[config.mk]
export PLATFORM = sky130hd
export DESIGN_NAME = sd2_adc_dec
export DESIGN_NICKNAME = d
export VERILOG_FILES = /design/src/rtl/sd_pkg.sv /design/src/rtl/sd_cic3_dec.sv /design/src/rtl/sd2_adc_dec.sv
export SDC_FILE = /design/constraint.sdc
export NUM_CORES = 1
export LEC_CHECK = 0
export BUFFER_PORTS_ARGS = -buffer_cell sky130_fd_sc_hd__buf_2
export CAP_MARGIN = 20
export CELL_PAD_IN_SITES_DETAIL_PLACEMENT = 1
export CELL_PAD_IN_SITES_GLOBAL_PLACEMENT = 2
export CORE_MARGIN = 2
export CORE_UTILIZATION = 43
export DETAILED_ROUTE_END_ITERATION = 7
export GPL_ROUTABILITY_DRIVEN = 1
export PLACE_DENSITY = 0.91
export SYNTH_ARGS = -nofsm -noshare
export SYNTH_HDL_FRONTEND = slang
export SYNTH_HIERARCHICAL = 1
export SYNTH_SLANG_ARGS = --single-unit
[constraint.sdc]
create_clock -name clk -period 10 [get_ports clk]
set_input_delay 1 -clock clk [delete_from_list [all_inputs] [get_ports clk]]
set_output_delay 1 -clock clk [all_outputs]
set_load 0.005 [all_outputs]
[src/rtl/sd_pkg.sv]
// Shared constants and helpers for the sigma-delta CIC decimator family.
package sd_pkg;

  localparam int unsigned CIC_ORDER = 3;

  typedef logic signed [63:0] wide_t;

  // Internal CIC width: one bit of headroom beyond the R^3 gain plus sign.
  function automatic int unsigned cic_width(input int unsigned rlog2);
    return CIC_ORDER * rlog2 + 2;
  endfunction

  function automatic int unsigned cic_shift(input int unsigned rlog2, input int unsigned dw);
    return CIC_ORDER * rlog2 - (dw - 1);
  endfunction

  function automatic wide_t sat_dw(input wide_t v, input int unsigned dw);
    wide_t hi;
    wide_t lo;
    hi = (wide_t'(1) <<< (dw - 1)) - wide_t'(1);
    lo = -(wide_t'(1) <<< (dw - 1));
    if (v > hi) begin
      return hi;
    end
    if (v < lo) begin
      return lo;
    end
    return v;
  endfunction

endpackage

[src/rtl/sd_cic3_dec.sv]
// Single-channel third-order CIC decimator: integrators at the bit rate,
// combs at the decimated rate, scaled and saturated to DW bits.
module sd_cic3_dec
  import sd_pkg::*;
#(
  parameter int unsigned DW    = 16,
  parameter int unsigned RLOG2 = 6
) (
  input  logic          clk,
  input  logic          rst_n,
  input  logic          cen,
  input  logic          sd_bit,
  input  logic          tick_d,
  output logic [DW-1:0] sample
);

  localparam int unsigned CW = cic_width(RLOG2);
  localparam int unsigned SH = cic_shift(RLOG2, DW);

  logic signed [CW-1:0] x;
  logic signed [CW-1:0] i1_q, i2_q, i3_q;
  logic signed [CW-1:0] i1_d, i2_d, i3_d;
  logic signed [CW-1:0] d1_q, d2_q, d3_q;
  logic signed [CW-1:0] c1, c2, c3;
  logic signed [CW-1:0] shifted;

  // 1 -> +1 (0..01), 0 -> -1 (all ones)
  assign x = {{(CW - 1){~sd_bit}}, 1'b1};

  always_comb begin
    i1_d    = i1_q + x;
    i2_d    = i2_q + i1_d;
    i3_d    = i3_q + i2_d;
    c1      = i3_q - d1_q;
    c2      = c1 - d2_q;
    c3      = c2 - d3_q;
    shifted = c3 >>> SH;
    sample  = DW'(sat_dw(wide_t'(shifted), DW));
  end

  // Integrators wrap modulo 2^CW; the comb differences recover the exact result.
  always_ff @(posedge clk) begin
    if (!rst_n) begin
      i1_q <= '0;
      i2_q <= '0;
      i3_q <= '0;
      d1_q <= '0;
      d2_q <= '0;
      d3_q <= '0;
    end else begin
      if (cen) begin
        i1_q <= i1_d;
        i2_q <= i2_d;
        i3_q <= i3_d;
      end
      if (tick_d) begin
        d1_q <= i3_q;
        d2_q <= c1;
        d3_q <= c2;
      end
    end
  end

endmodule

[src/rtl/sd2_adc_dec.sv]
// Stereo sigma-delta bitstream decoder: two CIC3 decimators sharing one
// decimation counter, with warmup suppression and a valid/ready output stage.
module sd2_adc_dec
  import sd_pkg::*;
#(
  parameter int unsigned DW     = 16,
  parameter int unsigned RLOG2  = 6,
  parameter int unsigned WARMUP = 3
) (
  input  logic          clk,
  input  logic          rst_n,
  input  logic          cen,
  input  logic          left,
  input  logic          right,
  output logic [DW-1:0] pcm_l,
  output logic [DW-1:0] pcm_r,
  output logic          pcm_valid,
  input  logic          pcm_ready,
  output logic          overrun
);

  if (CIC_ORDER * RLOG2 < DW - 1) begin : g_param_check
    $error("sd2_adc_dec: 3*RLOG2 must be >= DW-1");
  end

  localparam int unsigned WW = (WARMUP > 0) ? $clog2(WARMUP + 1) : 1;

  logic [RLOG2-1:0] cnt_q;
  logic [WW-1:0]    warm_q;
  logic             tick, tick_q;
  logic             warm_done, load;
  logic [DW-1:0]    samp_l, samp_r;
  logic [DW-1:0]    pcm_l_q, pcm_r_q;
  logic             valid_q, overrun_q;

  assign tick      = cen & (cnt_q == '1);
  assign warm_done = (warm_q == WW'(WARMUP));
  assign load      = tick_q & warm_done;

  sd_cic3_dec #(
    .DW    (DW),
    .RLOG2 (RLOG2)
  ) u_cic_l (
    .clk    (clk),
    .rst_n  (rst_n),
    .cen    (cen),
    .sd_bit (left),
    .tick_d (tick_q),
    .sample (samp_l)
  );

  sd_cic3_dec #(
    .DW    (DW),
    .RLOG2 (RLOG2)
  ) u_cic_r (
    .clk    (clk),
    .rst_n  (rst_n),
    .cen    (cen),
    .sd_bit (right),
    .tick_d (tick_q),
    .sample (samp_r)
  );

  always_ff @(posedge clk) begin
    if (!rst_n) begin
      cnt_q     <= '0;
      warm_q    <= '0;
      tick_q    <= 1'b0;
      pcm_l_q   <= '0;
      pcm_r_q   <= '0;
      valid_q   <= 1'b0;
      overrun_q <= 1'b0;
    end else begin
      if (cen) begin
        cnt_q <= cnt_q + 1'b1;
      end
      tick_q <= tick;
      if (tick_q && !warm_done) begin
        warm_q <= warm_q + 1'b1;
      end
      // A new load wins over acceptance; overwriting an unaccepted sample is sticky.
      if (load) begin
        pcm_l_q <= samp_l;
        pcm_r_q <= samp_r;
        valid_q <= 1'b1;
        if (valid_q && !pcm_ready) begin
          overrun_q <= 1'b1;
        end
      end else if (valid_q && pcm_ready) begin
        valid_q <= 1'b0;
      end
    end
  end

  assign pcm_l     = pcm_l_q;
  assign pcm_r     = pcm_r_q;
  assign pcm_valid = valid_q;
  assign overrun   = overrun_q;

endmodule

; Word-level counts from Yosys, hierarchy flattened
; Cells that the tools add are included.
[totals]
word_cells = 66
register_bits = 283
inputBits = 6
[op_classes]
bitwise = 4
order_cmp = 4
muxes = 16
n_eq_ne = 2
reduce_logical = 7
addsub = 14
[op_table]
columns = cell, n
row1 = 16-bit 2-to-1 mux, 8
row2 = 20-bit subtractor, 6
row3 = 20-bit adder, 4
row4 = 20-bit by 2-bit adder with 20-bit output, 2
row5 = "17-bit by 16-bit > comparator with 1-bit output, second input constant", 2
row6 = "17-bit by 16-bit less-than comparator with 1-bit output, second input constant", 2
row7 = 1-bit 2-to-1 mux, 8
row8 = "6-bit by 1-bit adder with 6-bit output, second input constant", 1
row9 = "6-bit == test, second input constant", 1
row10 = 1-bit logical AND, 3
row11 = "2-bit by 1-bit adder with 2-bit output, second input constant", 1
row12 = 1-bit bitwise AND, 2
row13 = "2-bit == test, second input constant", 1
row14 = 1-bit zero test, 2
row15 = 1-bit inverter, 2
row16 = 2-bit AND reduction, 1
row17 = 2-bit nonzero test, 1

; Logic depth before layout (Yosys ltp)
; Gate-level depths: netlist (run 1).
[depth]
depth_word = 8
depth_mapped = 34
mapped_depth_nobuf = 32

; Cells and area by module
; The synthesis (run 1) kept the hierarchy.
[modules_own_cells]
columns = mod, area_per_inst_um2, seq_area_each_um2, instances, cells_each
row1 = sd_cic3_dec (u_cic_l), 9584.2, 2402.3, 1, 1160
row2 = sd_cic3_dec (u_cic_r), 9511.6, 2402.3, 1, 1132
row3 = sd2_adc_dec, 1654.1, 860.8, 1, 184

; Worst setup path after synthesis (run 1)
; No wires, ideal clock.
[synth_path]
path_type = input-to-reg
startpoint = in left
endpoint = reg u_cic_l.i3_q[19]
path_stages = 27
setup_ps = 118
setup_slack_ps = 3947
n_path_buf = 0
t_arrival_ps = 5934
path_cell_list = inv_1 > ha_1 > nor2b_1 > o21ai_0 > a21boi_0 > o21ai_0 > nor2b_1 > xnor2_1 > ha_1 > or2_2 > a21oi_1 > a21oi_1 > a21o_1 > a211oi_1 > nor2_1 > ha_1 > a21o_1 > a2111o_1 > a31oi_1 > o31ai_1 > o21ai_0 > nand2b_1 > a21oi_1 > o21ai_0 > xnor2_1 > nand2_1 > mux2i_1
[synth_via]
elab_chain_cells = 4
[synth_rtl]
columns = item, line_no
row1 = start: declaration, sd2_adc_dec.sv:13  ; input logic left,
row2 = 1-bit inverter, sd_cic3_dec.sv:28  ; assign x = {{(CW - 1){~sd_bit}}, 1'b1};
row3 = 20-bit by 2-bit adder with 20-bit output, sd_cic3_dec.sv:31  ; i1_d = i1_q + x;
row4 = via u_cic_l.i1_d[6], sd_cic3_dec.sv:22  ; logic signed [CW-1:0] i1_d, i2_d, i3_d;
row5 = 20-bit adder, sd_cic3_dec.sv:32  ; i2_d = i2_q + i1_d;
row6 = via u_cic_l.i2_d[10], sd_cic3_dec.sv:22
row7 = 20-bit adder, sd_cic3_dec.sv:33  ; i3_d = i3_q + i2_d;
row8 = end signal: assignment, sd_cic3_dec.sv:54  ; i3_q <= i3_d;
row9 = end: declaration, sd_cic3_dec.sv:21  ; logic signed [CW-1:0] i1_q, i2_q, i3_q;
; The timed path passes the listed nets, and every way through them passes these cells.
; A chain may end at the register's enable or synchronous reset.

; Final worst setup path (run 1)
[layout_path]
startpoint = reg u_cic_l.i3_q[0]
endpoint = reg pcm_l_q[6] (netlist: pcm_l[6])
[layout_via]
elab_chain_cells = 8
word_cells_on_any_way = 11
classes_between = 3 x add/sub / 2 x order compare / 6 x mux
[layout_rtl]
columns = item, line_no
row1 = 20-bit subtractor (*), sd_cic3_dec.sv:34  ; c1 = i3_q - d1_q;
row2 = via u_cic_l.c1[8], sd_cic3_dec.sv:24  ; logic signed [CW-1:0] c1, c2, c3;
row3 = 20-bit subtractor (*), sd_cic3_dec.sv:35  ; c2 = c1 - d2_q;
row4 = via u_cic_l.c2[16], sd_cic3_dec.sv:24
row5 = 20-bit subtractor (*), sd_cic3_dec.sv:36  ; c3 = c2 - d3_q;
row6 = 17-bit by 16-bit less-than comparator with 1-bit output, sd_pkg.sv:25  ; if (v < lo) begin
row7 = 1-bit 2-to-1 mux (2 in a row), sd_pkg.sv:25
row8 = 16-bit 2-to-1 mux, sd_pkg.sv:28  ; return v;
row9 = 16-bit 2-to-1 mux (*), sd_pkg.sv:25
row10 = via samp_l[6], sd2_adc_dec.sv:32  ; logic [DW-1:0] samp_l, samp_r;
row11 = end signal: assignment, sd2_adc_dec.sv:83  ; pcm_l_q <= samp_l;
row12 = end: declaration, sd2_adc_dec.sv:33  ; logic [DW-1:0] pcm_l_q, pcm_r_q;
; The timed path passes the listed nets; every way through them passes the cells marked *. The select of a mux whose other input is x is not followed.

==> reports/qor.txt, run 1 <==
TIMING
---------------------------------------------------------------------------------
Slew at the pin with the worst max-slew slack ......................      1.08 ns
Final critical delay including setup and external delays ...........      6.58 ns
Max-slew violation total from the final report .....................            0
Total Neg Setup Slack ..............................................         0 ns
Clock Skew .........................................................    0.0309 ns
Fmax achieved ......................................................      152 MHz
Rel. slew slack ....................................................        0.280
Final hold violation count .........................................            0
Final cycle utilization of the critical path .......................        0.658
RSZ-0062 raised after global routing ...............................           no
Setup-violating endpoint count in the final report .................            0

CLOCK NETWORK
---------------------------------------------------------------------------------
CTS Hold Bufs ......................................................            0
Count of H-tree levels built during CTS ............................            2
Number of clock sinks seen by CTS ..................................          283
Maximum clock path buffer count ....................................            3
Root buf cell ...................................................... sky130_fd_sc_hd__clkbuf_16
Clock tree from TritonCTS ..........................................        built
Post-CTS Setup Repair Bufs .........................................            0
Insertion delay of the later-clocked pin in the worst-skew pair ....      0.56 ns
Clock transition at the registers of the reported paths ............      0.06 ns
Clock buffer count from CTS ........................................           37
# resized after CTS ................................................            0

CRITICAL PATH
---------------------------------------------------------------------------------
Highest-delay cell along the critical path ......................... sky130_fd_sc_hd__o41ai_1
Crit path arrival time .............................................      7.00 ns
Critical R2R Launch ................................................ u_cic_l/i3_q[0]$_SDFFE_PN0P_
Element type at the critical path start ............................     register
Number of cells on the critical path ...............................           29
Delay of the slowest cell on the worst path ........................      0.58 ns
Most used cell along the critical path ............................. sky130_fd_sc_hd__a21oi_1
Worst R2R Path Depth ...............................................           29
Destination of the worst register-to-register timing path .......... pcm_l[6]$_SDFFE_PN0P_
Critical path required time ........................................     10.43 ns
Crit-path leading delay family ..................................... compound AO/OA/AOI/OAI gates
Crit Path Category .................................................   reg -> reg
Nature of the critical path endpoint ...............................     register
Highest net fanout along the worst path ............................           11
CP bufs+invs .......................................................            3
Flop-to-flop setup slack ...........................................      3.42 ns

LAYOUT
---------------------------------------------------------------------------------
Filler Cells Inserted ..............................................         5708
Antenna diode count ................................................            0
Area added between synthesis and finish ............................        9.28%
Layout cells sized above 1 .........................................       0.0649
Final #Nets ........................................................         2728

LOGIC SYNTHESIS
---------------------------------------------------------------------------------
Area of the mapped netlist .........................................  0.0207 mm^2
Share of async-settable or async-resettable flops after synthesis ..            0
Gate Count Post-Synth ..............................................         2476
Top area cells in the synthesized netlist .......................... sky130_fd_sc_hd__dfxtp_1 (27%), sky130_fd_sc_hd__ha_1 (14%), sky130_fd_sc_hd__mux2i_1 (9.6%)
Cell type with the largest total area after synthesis .............. sky130_fd_sc_hd__dfxtp_1
Sequential-to-total area share from yosys stat .....................        0.273
Distinct cells, synth ..............................................           92
Portion of synthesized cell area occupied by the leading cell type .        0.273
Ys Warns ...........................................................            6
Number of enable flip-flop cells after synthesis ...................            0
Most frequently used cell type in the post-synthesis netlist ....... sky130_fd_sc_hd__nor2_1
Syn nets ...........................................................         2718
Leading register cell type out of synthesis ........................ sky130_fd_sc_hd__dfxtp_1
Flip-flop and latch count after synthesis ..........................          283
Per-instance average area after synthesis ..........................    8.38 um^2
Top cell types by occurrence after synthesis ....................... sky130_fd_sc_hd__nor2_1 (329), sky130_fd_sc_hd__dfxtp_1 (283), sky130_fd_sc_hd__ha_1 (226)

PLACEMENT
---------------------------------------------------------------------------------
HPWL after detailed placement ......................................     35900 um
Routability congestion estimate ....................................        0.828
# port buffers .....................................................           39

RUN STATUS
---------------------------------------------------------------------------------
Status ............................................................. complete, no violations

GLOBAL ROUTING
---------------------------------------------------------------------------------
Via count of the first global-routing pass .........................        17.9k
First-pass GRT wire length .........................................     84300 um
Initial antenna violation count ....................................            0
Maximum number of pins on one net before global-route repair .......           84
Final global-route overflow total ..................................            0
Overall fraction of global-route tracks in use .....................        0.196

FLOORPLANNING
---------------------------------------------------------------------------------
Area of the core region ............................................  0.0476 mm^2
DIE AREA ...........................................................  0.0500 mm^2
Die extent in x ....................................................       224 um
Starting density of the core .......................................        0.436
Height of the die ..................................................       224 um
Row count ..........................................................           80
Total I/O pin count ................................................           40

FLOW RUN
---------------------------------------------------------------------------------
Number of max-cap violations .......................................            0

ROUTING
---------------------------------------------------------------------------------
Wire per inst ......................................................      15.5 um
Post-detailed-route via-to-cell ratio ..............................         5.44
Number of nets still failing antenna checks after routing ..........            0
Detailed-routing iteration count for the pre-antenna-repair pass ...            4
Via Count ..........................................................        17.0k
Number of DRC violations after detailed-routing iteration 0 ........          592
WL final ...........................................................     48600 um
Remaining design rule violation count ..............................            0

HOLD PATH
---------------------------------------------------------------------------------
Worst Hold Path Cells ..............................................            2
Hold Crit Class ....................................................   reg -> reg
Hold_sp ............................................................ pcm_r[10]$_SDFFE_PN0P_
Worst-case hold path end point ..................................... pcm_r[10]$_SDFFE_PN0P_

area by class of cell:
cell class,count,area (um^2),area share
clock inverter,16,169,0.00745
tap,615,769,0.0339
multi-input combinational,1936,14100,0.620
inverter,179,674,0.0297
sequential,283,5670,0.250
timing repair buffer,49,292,0.0129
clock buffer,50,1040,0.0461
worst register-to-register path, delay by kind of cell (launching register included):
family / cells / cell delay (ns)
AOI/OAI and AO/OA: 16 / 3.72
xor gates and xnor gates: 2 / 0.39
adders and majority gates: 4 / 1.21
buffers and inverters: 3 / 0.20
DFF: 1 / 0.36
and+or+nand+nor: 4 / 0.56
placed cells by master, fill, tap and decap left out, types with 14 or more instances in the layout:
master and instances:
sky130_fd_sc_hd__nor2_1 329, sky130_fd_sc_hd__dfxtp_1 282, sky130_fd_sc_hd__ha_1 226, sky130_fd_sc_hd__mux2i_1 199, sky130_fd_sc_hd__inv_1 176, sky130_fd_sc_hd__a21oi_1 149
sky130_fd_sc_hd__xnor2_1 148, sky130_fd_sc_hd__nand2_1 147, sky130_fd_sc_hd__o21ai_0 94, sky130_fd_sc_hd__a21o_1 64, sky130_fd_sc_hd__xor2_1 57, sky130_fd_sc_hd__nand3_1 42
sky130_fd_sc_hd__a211oi_1 41, sky130_fd_sc_hd__buf_2 38, sky130_fd_sc_hd__nor3_1 38, sky130_fd_sc_hd__nor2b_1 37, sky130_fd_sc_hd__clkbuf_16 37, sky130_fd_sc_hd__a21boi_0 34
sky130_fd_sc_hd__o21a_1 29, sky130_fd_sc_hd__o21bai_1 24, sky130_fd_sc_hd__nand2b_1 23, sky130_fd_sc_hd__and3_1 15, sky130_fd_sc_hd__and2_1 14, sky130_fd_sc_hd__a31oi_1 14
sky130_fd_sc_hd__o31ai_1 14
registers in the layout, indices dropped and copies added (netlist names), 2 cells and up:
name	count
u_cic_l/d1_q	20
u_cic_l/d2_q	20
u_cic_l/d3_q	20
u_cic_l/i1_q	20
u_cic_l/i2_q	20
u_cic_l/i3_q	20
u_cic_r/d1_q	20
u_cic_r/d2_q	20
u_cic_r/d3_q	20
u_cic_r/i1_q	20
u_cic_r/i2_q	20
u_cic_r/i3_q	20
pcm_l	16
pcm_r	16
cnt_q	6
warm_q	2
routing by layer:
layer  vias to the layer above  GRT usage  share of wire
li1                       8670          -              -
met1                      8132      0.243           0.47
met2                       141      0.354           0.48
met3                        73     0.0273          0.025
met4                         0     0.0568          0.021
met5                         -          0              0
worst max path at each step:
stage | startpoint | endpoint | slack (ns)
final | u_cic_l/i3_q[0]$_SDFFE_PN0P_ | pcm_l[6]$_SDFFE_PN0P_ | 3.42
after detailed placement | left | u_cic_l/i3_q[19]$_SDFFE_PN0P_ | 2.98
after CTS | u_cic_r/i3_q[0]$_SDFFE_PN0P_ | pcm_r[0]$_SDFFE_PN0P_ | 3.39
after floorplan | left | u_cic_l/i3_q[19]$_SDFFE_PN0P_ | 3.95
after global routing | u_cic_l/i3_q[0]$_SDFFE_PN0P_ | pcm_l[7]$_SDFFE_PN0P_ | 2.90
after global placement | left | u_cic_l/i3_q[19]$_SDFFE_PN0P_ | 3.16
per-stage QoR:
| stage | hold slack (ns) | cells | area (um^2) | worst slack (ns) | util |
|---|---|---|---|---|---|
| 2_1_floorplan | 0.427 | 2476 | 20700 | 3.95 | - |
| 3_3_place_gp | 0.432 | 3060 | 21400 | 3.16 | 0.450 |
| 3_5_place_dp | 0.447 | 3060 | 21400 | 2.98 | 0.450 |
| 4_1_cts | 0.455 | 3126 | 22600 | 3.39 | 0.475 |
| 5_1_grt | 0.475 | 3128 | 22700 | 2.90 | 0.476 |
| 6_report | 0.452 | 3128 | 22700 | 3.42 | 0.476 |
logic make-up after synthesis:
family,synth area share
XOR/XNOR,0.0929
AO/OA/AOI/OAI,0.187
adder cells (fa/ha/maj),0.146
buffers and inverters,0.0495
AND/OR/NAND/NOR,0.155
flip-flops,0.273
multiplexers,0.0971
Power of run 1 is left out: the tool's default activity adds up to more than one toggle a clock period on the data nets, which glitch-free logic cannot reach.
==> run 2: changes to the inputs <==
--- a/config.mk
+++ b/config.mk
@@ -10,10 +10,10 @@
 export CELL_PAD_IN_SITES_DETAIL_PLACEMENT = 1
 export CELL_PAD_IN_SITES_GLOBAL_PLACEMENT = 2
 export CORE_MARGIN = 2
-export CORE_UTILIZATION = 43
+export CORE_UTILIZATION = 36
 export DETAILED_ROUTE_END_ITERATION = 7
 export GPL_ROUTABILITY_DRIVEN = 1
-export PLACE_DENSITY = 0.91
+export PLACE_DENSITY = 0.81
 export SYNTH_ARGS = -nofsm -noshare
 export SYNTH_HDL_FRONTEND = slang
 export SYNTH_HIERARCHICAL = 1
==> constraint.sdc (replaced) <==
create_clock -name clk -period 5.6 [get_ports clk]
set_input_delay 0.56 -clock clk [delete_from_list [all_inputs] [get_ports clk]]
set_output_delay 0.56 -clock clk [all_outputs]
set_load 0.005 [all_outputs]
==> reports/qor.txt, run 2 (synthesis gave the netlist of run 1 again) <==
RUN STATUS
-----------------------------------------------------------------------------------
Status ............................................................... complete, but fails checks   was complete, no violations
Violations in the final reports ...................................... setup timing

ROUTING
-----------------------------------------------------------------------------------
Post-detailed-route via-to-cell ratio ................................         5.10   was 5.44
Detailed-routing iteration count for the pre-antenna-repair pass .....            7   was 4
Remaining design rule violation count ................................            0   unchanged
Wire per inst ........................................................      15.1 um   was 15.5 um
Via Count ............................................................        18.1k   was 17.0k
Number of nets still failing antenna checks after routing ............            0   unchanged
Number of DRC violations after detailed-routing iteration 0 ..........          420   was 592
WL final .............................................................     53600 um   was 48600 um

TIMING
-----------------------------------------------------------------------------------
Final cycle utilization of the critical path .........................         1.01   was 0.658
Final critical delay including setup and external delays .............      5.64 ns   was 6.58 ns
Final hold violation count ...........................................            0   unchanged
Rel. slew slack ......................................................        0.349   was 0.280
Worst-case hold slack ................................................     0.323 ns   was 0.452 ns
RSZ-0062 raised after global routing .................................          yes   was no
Fmax achieved ........................................................      177 MHz   was 152 MHz
Max-slew violation total from the final report .......................            0   unchanged
Slack of the critical path ...........................................   -0.0418 ns   was 3.42 ns
Slew at the pin with the worst max-slew slack ........................     0.976 ns   was 1.08 ns
Setup-violating endpoint count in the final report ...................            5   was 0
Clock Skew ...........................................................    0.0133 ns   was 0.0309 ns

PLACEMENT
-----------------------------------------------------------------------------------
DP Cell Count ........................................................         3448   was 3060
Worst setup timing slack at the placement stage ......................    -0.466 ns   was 2.98 ns
HPWL after detailed placement ........................................     38600 um   was 35900 um
# port buffers .......................................................           39   unchanged
Placement-stage cell area ............................................  0.0234 mm^2   was 0.0214 mm^2
Routability congestion estimate ......................................        0.809   was 0.828

FLOORPLANNING
-----------------------------------------------------------------------------------
Die extent in x ......................................................       244 um   was 224 um
Row count ............................................................           88   was 80
Area of the core region ..............................................  0.0574 mm^2   was 0.0476 mm^2
DIE AREA .............................................................  0.0596 mm^2   was 0.0500 mm^2
Total I/O pin count ..................................................           40   unchanged
Starting density of the core .........................................        0.362   was 0.436
Height of the die ....................................................       244 um   was 224 um

CLOCK NETWORK
-----------------------------------------------------------------------------------
CTS Hold Bufs ........................................................            0   unchanged
Clock transition at the registers of the reported paths ..............      0.06 ns   about the same
Clock tree from TritonCTS ............................................        built   unchanged
Number of clock sinks seen by CTS ....................................          283   unchanged
Insertion delay of the later-clocked pin in the worst-skew pair ......      0.55 ns   was 0.56 ns
Maximum clock path buffer count ......................................            3   unchanged
Root buf cell ........................................................ sky130_fd_sc_hd__clkbuf_16   unchanged
Count of H-tree levels built during CTS ..............................            2   unchanged
Clock buffer count from CTS ..........................................           36   was 37

CRITICAL PATH
-----------------------------------------------------------------------------------
Nature of the critical path endpoint .................................     register   unchanged
Critical path required time ..........................................      6.04 ns   was 10.43 ns
Crit Path Category ...................................................   reg -> reg   unchanged
Most used cell along the critical path ............................... sky130_fd_sc_hd__a21oi_2   was sky130_fd_sc_hd__a21oi_1
Highest-delay cell along the critical path ........................... sky130_fd_sc_hd__o41a_1   was sky130_fd_sc_hd__o41ai_1
Highest net fanout along the worst path ..............................            7   was 11
Element type at the critical path start ..............................     register   unchanged
Delay of the slowest cell on the worst path ..........................      0.40 ns   was 0.58 ns
Crit path arrival time ...............................................      6.08 ns   was 7.00 ns

GLOBAL ROUTING
-----------------------------------------------------------------------------------
Maximum number of pins on one net before global-route repair .........           99   was 84
Overall fraction of global-route tracks in use .......................        0.174   was 0.196
Via count of the first global-routing pass ...........................        19.0k   was 17.9k
Final global-route overflow total ....................................            0   unchanged
First-pass GRT wire length ...........................................     89300 um   was 84300 um
Initial antenna violation count ......................................            0   unchanged

LAYOUT
-----------------------------------------------------------------------------------
Highest-count cells in the layout ignoring fill and taps ............. sky130_fd_sc_hd__nor2_1 (324), sky130_fd_sc_hd__dfxtp_1 (275), sky130_fd_sc_hd__buf_4 (268)   was sky130_fd_sc_hd__nor2_1 (329), sky130_fd_sc_hd__dfxtp_1 (282), sky130_fd_sc_hd__ha_1 (226)
Filler Cells Inserted ................................................         6782   was 5708
Final #Nets ..........................................................         3004   was 2728
Antenna diode count ..................................................            0   unchanged
Layout cells sized above 1 ...........................................        0.209   was 0.0649
Area added between synthesis and finish ..............................        24.6%   was 9.28%
Count of placed standard cells in the final layout, fillers left out .         3550   was 3128
Most common cell after layout, fill and taps aside ................... sky130_fd_sc_hd__nor2_1   unchanged
Area of all placed cells without fillers .............................  0.0259 mm^2   was 0.0227 mm^2

HOLD PATH
-----------------------------------------------------------------------------------
Hold Crit Class ......................................................    in -> reg   was reg -> reg

FLOW RUN
-----------------------------------------------------------------------------------
Number of max-cap violations .........................................            0   unchanged

## run 2: cell types whose count changed in the layout (fill, tap and decap cells not counted), sizes merged
cell,previous run,this run
buf,49,323
xnor2,151,152
inv,177,175
bufinv,2,3
clkbuf,50,48
## run 2: through the flow
step	setup TNS, ns	util
3_3_place_gp	-5.36	0.409
5_1_grt	-4.30	0.451
4_1_cts	-0.00931	0.436
3_5_place_dp	-12.48	0.409
2_1_floorplan	0	-
6_report	-0.121	0.451
## run 2: worst max-delay path: cells and delay by family, from the launching register on
family          cells  cell delay (ns)
xor+xnor            2             0.28
fa+ha+maj           4             1.08
flops               1             0.32
buf+inv             4             0.33
compound gates     19             3.33
simple gates        2             0.20
## run 2: repair_timing
item / CTS / global route
endpoints found under the setup margin: 32 / 39
gates resized for setup: 78 / 155
pin swaps: 55 / 107
setup buffers: 15 / 21
cloned: 1 / 2
## run 2: per-layer routing
metal | part of all wire | wire, um | up-vias | global-route usage
met1 | 0.46 | 24600 | 8695 | 0.209
met4 | 0.018 | 975 | 0 | 0.0414
met2 | 0.50 | 27000 | 111 | 0.326
met3 | 0.021 | 1130 | 61 | 0.0234
met5 | 0 | 0 | - | 0
li1 | - | - | 9243 | -
## run 2: final timing paths
path | from | endpoint | slack, ns | cells after the start
max | u_cic_l/i3_q[0]$_SDFFE_PN0P_ | pcm_l[0]$_SDFFE_PN0P_ | -0.04 | 31
min | pcm_ready | pcm_valid$_SDFFE_PN0P_ | 0.32 | 3
max reg2reg | u_cic_l/i3_q[0]$_SDFFE_PN0P_ | pcm_l[0]$_SDFFE_PN0P_ | -0.04 | 31
min reg2reg | pcm_l[7]$_SDFFE_PN0P_ | pcm_l[7]$_SDFFE_PN0P_ | 0.45 | 2
## run 2: area by class of cell
class                      instances  area, um^2  area share
clock buffer                      46        1010      0.0390
tap                              765         957      0.0370
multi-input combinational       1937       14900       0.575
inverter                         179         681      0.0263
timing repair buffer             325        2510      0.0971
sequential                       283        5680       0.220
clock inverter                    15         156     0.00605
Power of run 2 is left out for the same reason.
==> run 3: changes to the inputs <==
--- a/config.mk
+++ b/config.mk
@@ -7,13 +7,12 @@
 export LEC_CHECK = 0
 export BUFFER_PORTS_ARGS = -buffer_cell sky130_fd_sc_hd__buf_2
 export CAP_MARGIN = 20
-export CELL_PAD_IN_SITES_DETAIL_PLACEMENT = 1
-export CELL_PAD_IN_SITES_GLOBAL_PLACEMENT = 2
 export CORE_MARGIN = 2
-export CORE_UTILIZATION = 36
+export CORE_UTILIZATION = 38
+export CTS_BUF_LIST = sky130_fd_sc_hd__clkbuf_16
 export DETAILED_ROUTE_END_ITERATION = 7
 export GPL_ROUTABILITY_DRIVEN = 1
-export PLACE_DENSITY = 0.81
+export PLACE_DENSITY = 0.59
 export SYNTH_ARGS = -nofsm -noshare
 export SYNTH_HDL_FRONTEND = slang
 export SYNTH_HIERARCHICAL = 1
==> reports/qor.txt, run 3 (synthesis gave the netlist of run 1 again) <==
RUN STATUS
-------------------------------------------------------------------------------
Status ........................................................... complete, no violations   was complete, but fails checks

CLOCK NETWORK
-------------------------------------------------------------------------------
CTS Hold Bufs ....................................................            0   unchanged
Insertion delay of the later-clocked pin in the worst-skew pair ..      0.56 ns   was 0.55 ns
Count of H-tree levels built during CTS ..........................            2   unchanged
Clock buffer count from CTS ......................................           36   unchanged
Maximum clock path buffer count ..................................            3   unchanged
Root buf cell .................................................... sky130_fd_sc_hd__clkbuf_16   unchanged
Clock transition at the registers of the reported paths ..........      0.06 ns   about the same
Number of clock sinks seen by CTS ................................          283   unchanged
Clock tree from TritonCTS ........................................        built   unchanged

TIMING
-------------------------------------------------------------------------------
Total Neg Setup Slack ............................................         0 ns   was -0.121 ns
Setup-violating endpoint count in the final report ...............            0   was 5
Final hold violation count .......................................            0   unchanged
Max-slew violation total from the final report ...................            0   unchanged
RSZ-0062 raised after global routing .............................          yes   unchanged
Fmax achieved ....................................................      180 MHz   was 177 MHz
Clock Skew .......................................................    0.0190 ns   was 0.0133 ns
Rel. slew slack ..................................................        0.294   was 0.349
Final cycle utilization of the critical path .....................        0.993   was 1.01
Final critical delay including setup and external delays .........      5.56 ns   was 5.64 ns
Slew at the pin with the worst max-slew slack ....................      1.06 ns   was 0.976 ns

PLACEMENT
-------------------------------------------------------------------------------
Routability congestion estimate ..................................        0.801   was 0.809
HPWL after detailed placement ....................................     32400 um   was 38600 um
# port buffers ...................................................           39   unchanged

FLOW RUN
-------------------------------------------------------------------------------
Number of max-cap violations .....................................            0   unchanged

FLOORPLANNING
-------------------------------------------------------------------------------
Total I/O pin count ..............................................           40   unchanged
Die extent in x ..................................................       238 um   was 244 um
Starting density of the core .....................................        0.385   was 0.362
Row count ........................................................           85   was 88
DIE AREA .........................................................  0.0565 mm^2   was 0.0596 mm^2
Area of the core region ..........................................  0.0539 mm^2   was 0.0574 mm^2
Height of the die ................................................       238 um   was 244 um

CRITICAL PATH
-------------------------------------------------------------------------------
Critical path required time ......................................      6.07 ns   was 6.04 ns
Delay of the slowest cell on the worst path ......................      0.42 ns   was 0.40 ns
Most used cell along the critical path ........................... sky130_fd_sc_hd__a21o_1   was sky130_fd_sc_hd__a21oi_2
Crit Path Category ...............................................   reg -> reg   unchanged
Highest-delay cell along the critical path ....................... sky130_fd_sc_hd__o41a_1   unchanged
Highest net fanout along the worst path ..........................            7   unchanged
Element type at the critical path start ..........................     register   unchanged
Crit path arrival time ...........................................      6.03 ns   was 6.08 ns
Nature of the critical path endpoint .............................     register   unchanged

LAYOUT
-------------------------------------------------------------------------------
Highest-count cells in the layout ignoring fill and taps ......... sky130_fd_sc_hd__nor2_1 (327), sky130_fd_sc_hd__dfxtp_1 (276), sky130_fd_sc_hd__buf_4 (236)   was sky130_fd_sc_hd__nor2_1 (324), sky130_fd_sc_hd__dfxtp_1 (275), sky130_fd_sc_hd__buf_4 (268)
Antenna diode count ..............................................            0   unchanged
Area added between synthesis and finish ..........................        21.0%   was 24.6%
Final #Nets ......................................................         2964   was 3004
Layout cells sized above 1 .......................................        0.177   was 0.209
Most common cell after layout, fill and taps aside ............... sky130_fd_sc_hd__nor2_1   unchanged

GLOBAL ROUTING
-------------------------------------------------------------------------------
Via count of the first global-routing pass .......................        17.0k   was 19.0k
Maximum number of pins on one net before global-route repair .....           82   was 99
Initial antenna violation count ..................................            1   was 0
First-pass GRT wire length .......................................     76300 um   was 89300 um
Final global-route overflow total ................................            0   unchanged
Overall fraction of global-route tracks in use ...................        0.156   was 0.174

ROUTING
-------------------------------------------------------------------------------
Wire per inst ....................................................      13.2 um   was 15.1 um
Number of nets still failing antenna checks after routing ........            0   unchanged
Detailed-routing iteration count for the pre-antenna-repair pass .            5   was 7
Post-detailed-route via-to-cell ratio ............................         5.08   was 5.10
Via Count ........................................................        17.5k   was 18.1k
WL final .........................................................     45300 um   was 53600 um
Remaining design rule violation count ............................            0   unchanged
Number of DRC violations after detailed-routing iteration 0 ......          617   was 420

HOLD PATH
-------------------------------------------------------------------------------
Hold Crit Class ..................................................    in -> reg   unchanged

## run 3: changes by cell type in the layout (fill, tap and decap cells not counted), moves of 5 or more
cell / previous run / this run
sky130_fd_sc_hd__clkbuf_8: 5 / 0
sky130_fd_sc_hd__buf_4: 268 / 236
sky130_fd_sc_hd__inv_1: 169 / 177
sky130_fd_sc_hd__o21ai_2: 23 / 16
sky130_fd_sc_hd__clkinv_1: 1 / 8
sky130_fd_sc_hd__a21oi_1: 118 / 124
sky130_fd_sc_hd__clkinv_2: 12 / 3
## run 3: per-layer routing
| metal | GRT usage | vias up | part of all wire |
|---|---|---|---|
| li1 | - | 9177 | - |
| met1 | 0.189 | 8058 | 0.47 |
| met2 | 0.283 | 178 | 0.48 |
| met3 | 0.0242 | 59 | 0.029 |
| met4 | 0.0486 | 2 | 0.024 |
| met5 | 0 | - | 0.00024 |
## run 3: area by class of cell
class                      count  area [um^2]
clock inverter                23          210
sequential                   283         5680
fill                        5165        28800
clock buffer                  37          926
multi-input combinational   1937        14600
timing repair buffer         285         2140
tap                          696          871
inverter                     179          678
## run 3: worst paths after layout
path | slack, ns | to | from | cells past startpoint
setup reg to reg | 0.04 | pcm_l[10]$_SDFFE_PN0P_ | u_cic_l/i3_q[0]$_SDFFE_PN0P_ | 32
setup / recovery | 0.04 | pcm_l[10]$_SDFFE_PN0P_ | u_cic_l/i3_q[0]$_SDFFE_PN0P_ | 32
hold / removal | 0.32 | pcm_valid$_SDFFE_PN0P_ | pcm_ready | 3
hold reg to reg | 0.45 | tick_q$_SDFF_PN0_ | cnt_q[5]$_SDFFE_PN0P_ | 2
## run 3: worst max-delay path, delay by kind of cell, from the launching register on
family          cells  cell delay [ns]
flops               1             0.32
xor+xnor            2             0.31
fa+ha+maj           4             1.06
simple gates        6             0.61
compound gates     15             2.73
buf+inv             5             0.44
## run 3: through the flow
step / hold slack [ns] / util / setup slack, ns / std cells / instance area [um^2]
after floorplan: 0.427 / - / 0.0335 / 2476 / 20800
after global placement: 0.432 / 0.430 / -0.254 / 3355 / 23200
after detailed placement: 0.446 / 0.430 / -0.367 / 3355 / 23200
after CTS: 0.286 / 0.456 / -0.0391 / 3422 / 24600
after global routing: 0.314 / 0.466 / -0.330 / 3440 / 25100
final: 0.318 / 0.466 / 0.0389 / 3440 / 25100
## run 3: timing repair
action                                  in CTS  in global routing
gates cloned                                 1                  1
pin swaps                                   44                 94
endpoints found under the setup margin      30                 39
gates resized for setup                     70                 97
buffers inserted                             6                 15
Power of run 3 is left out for the same reason.
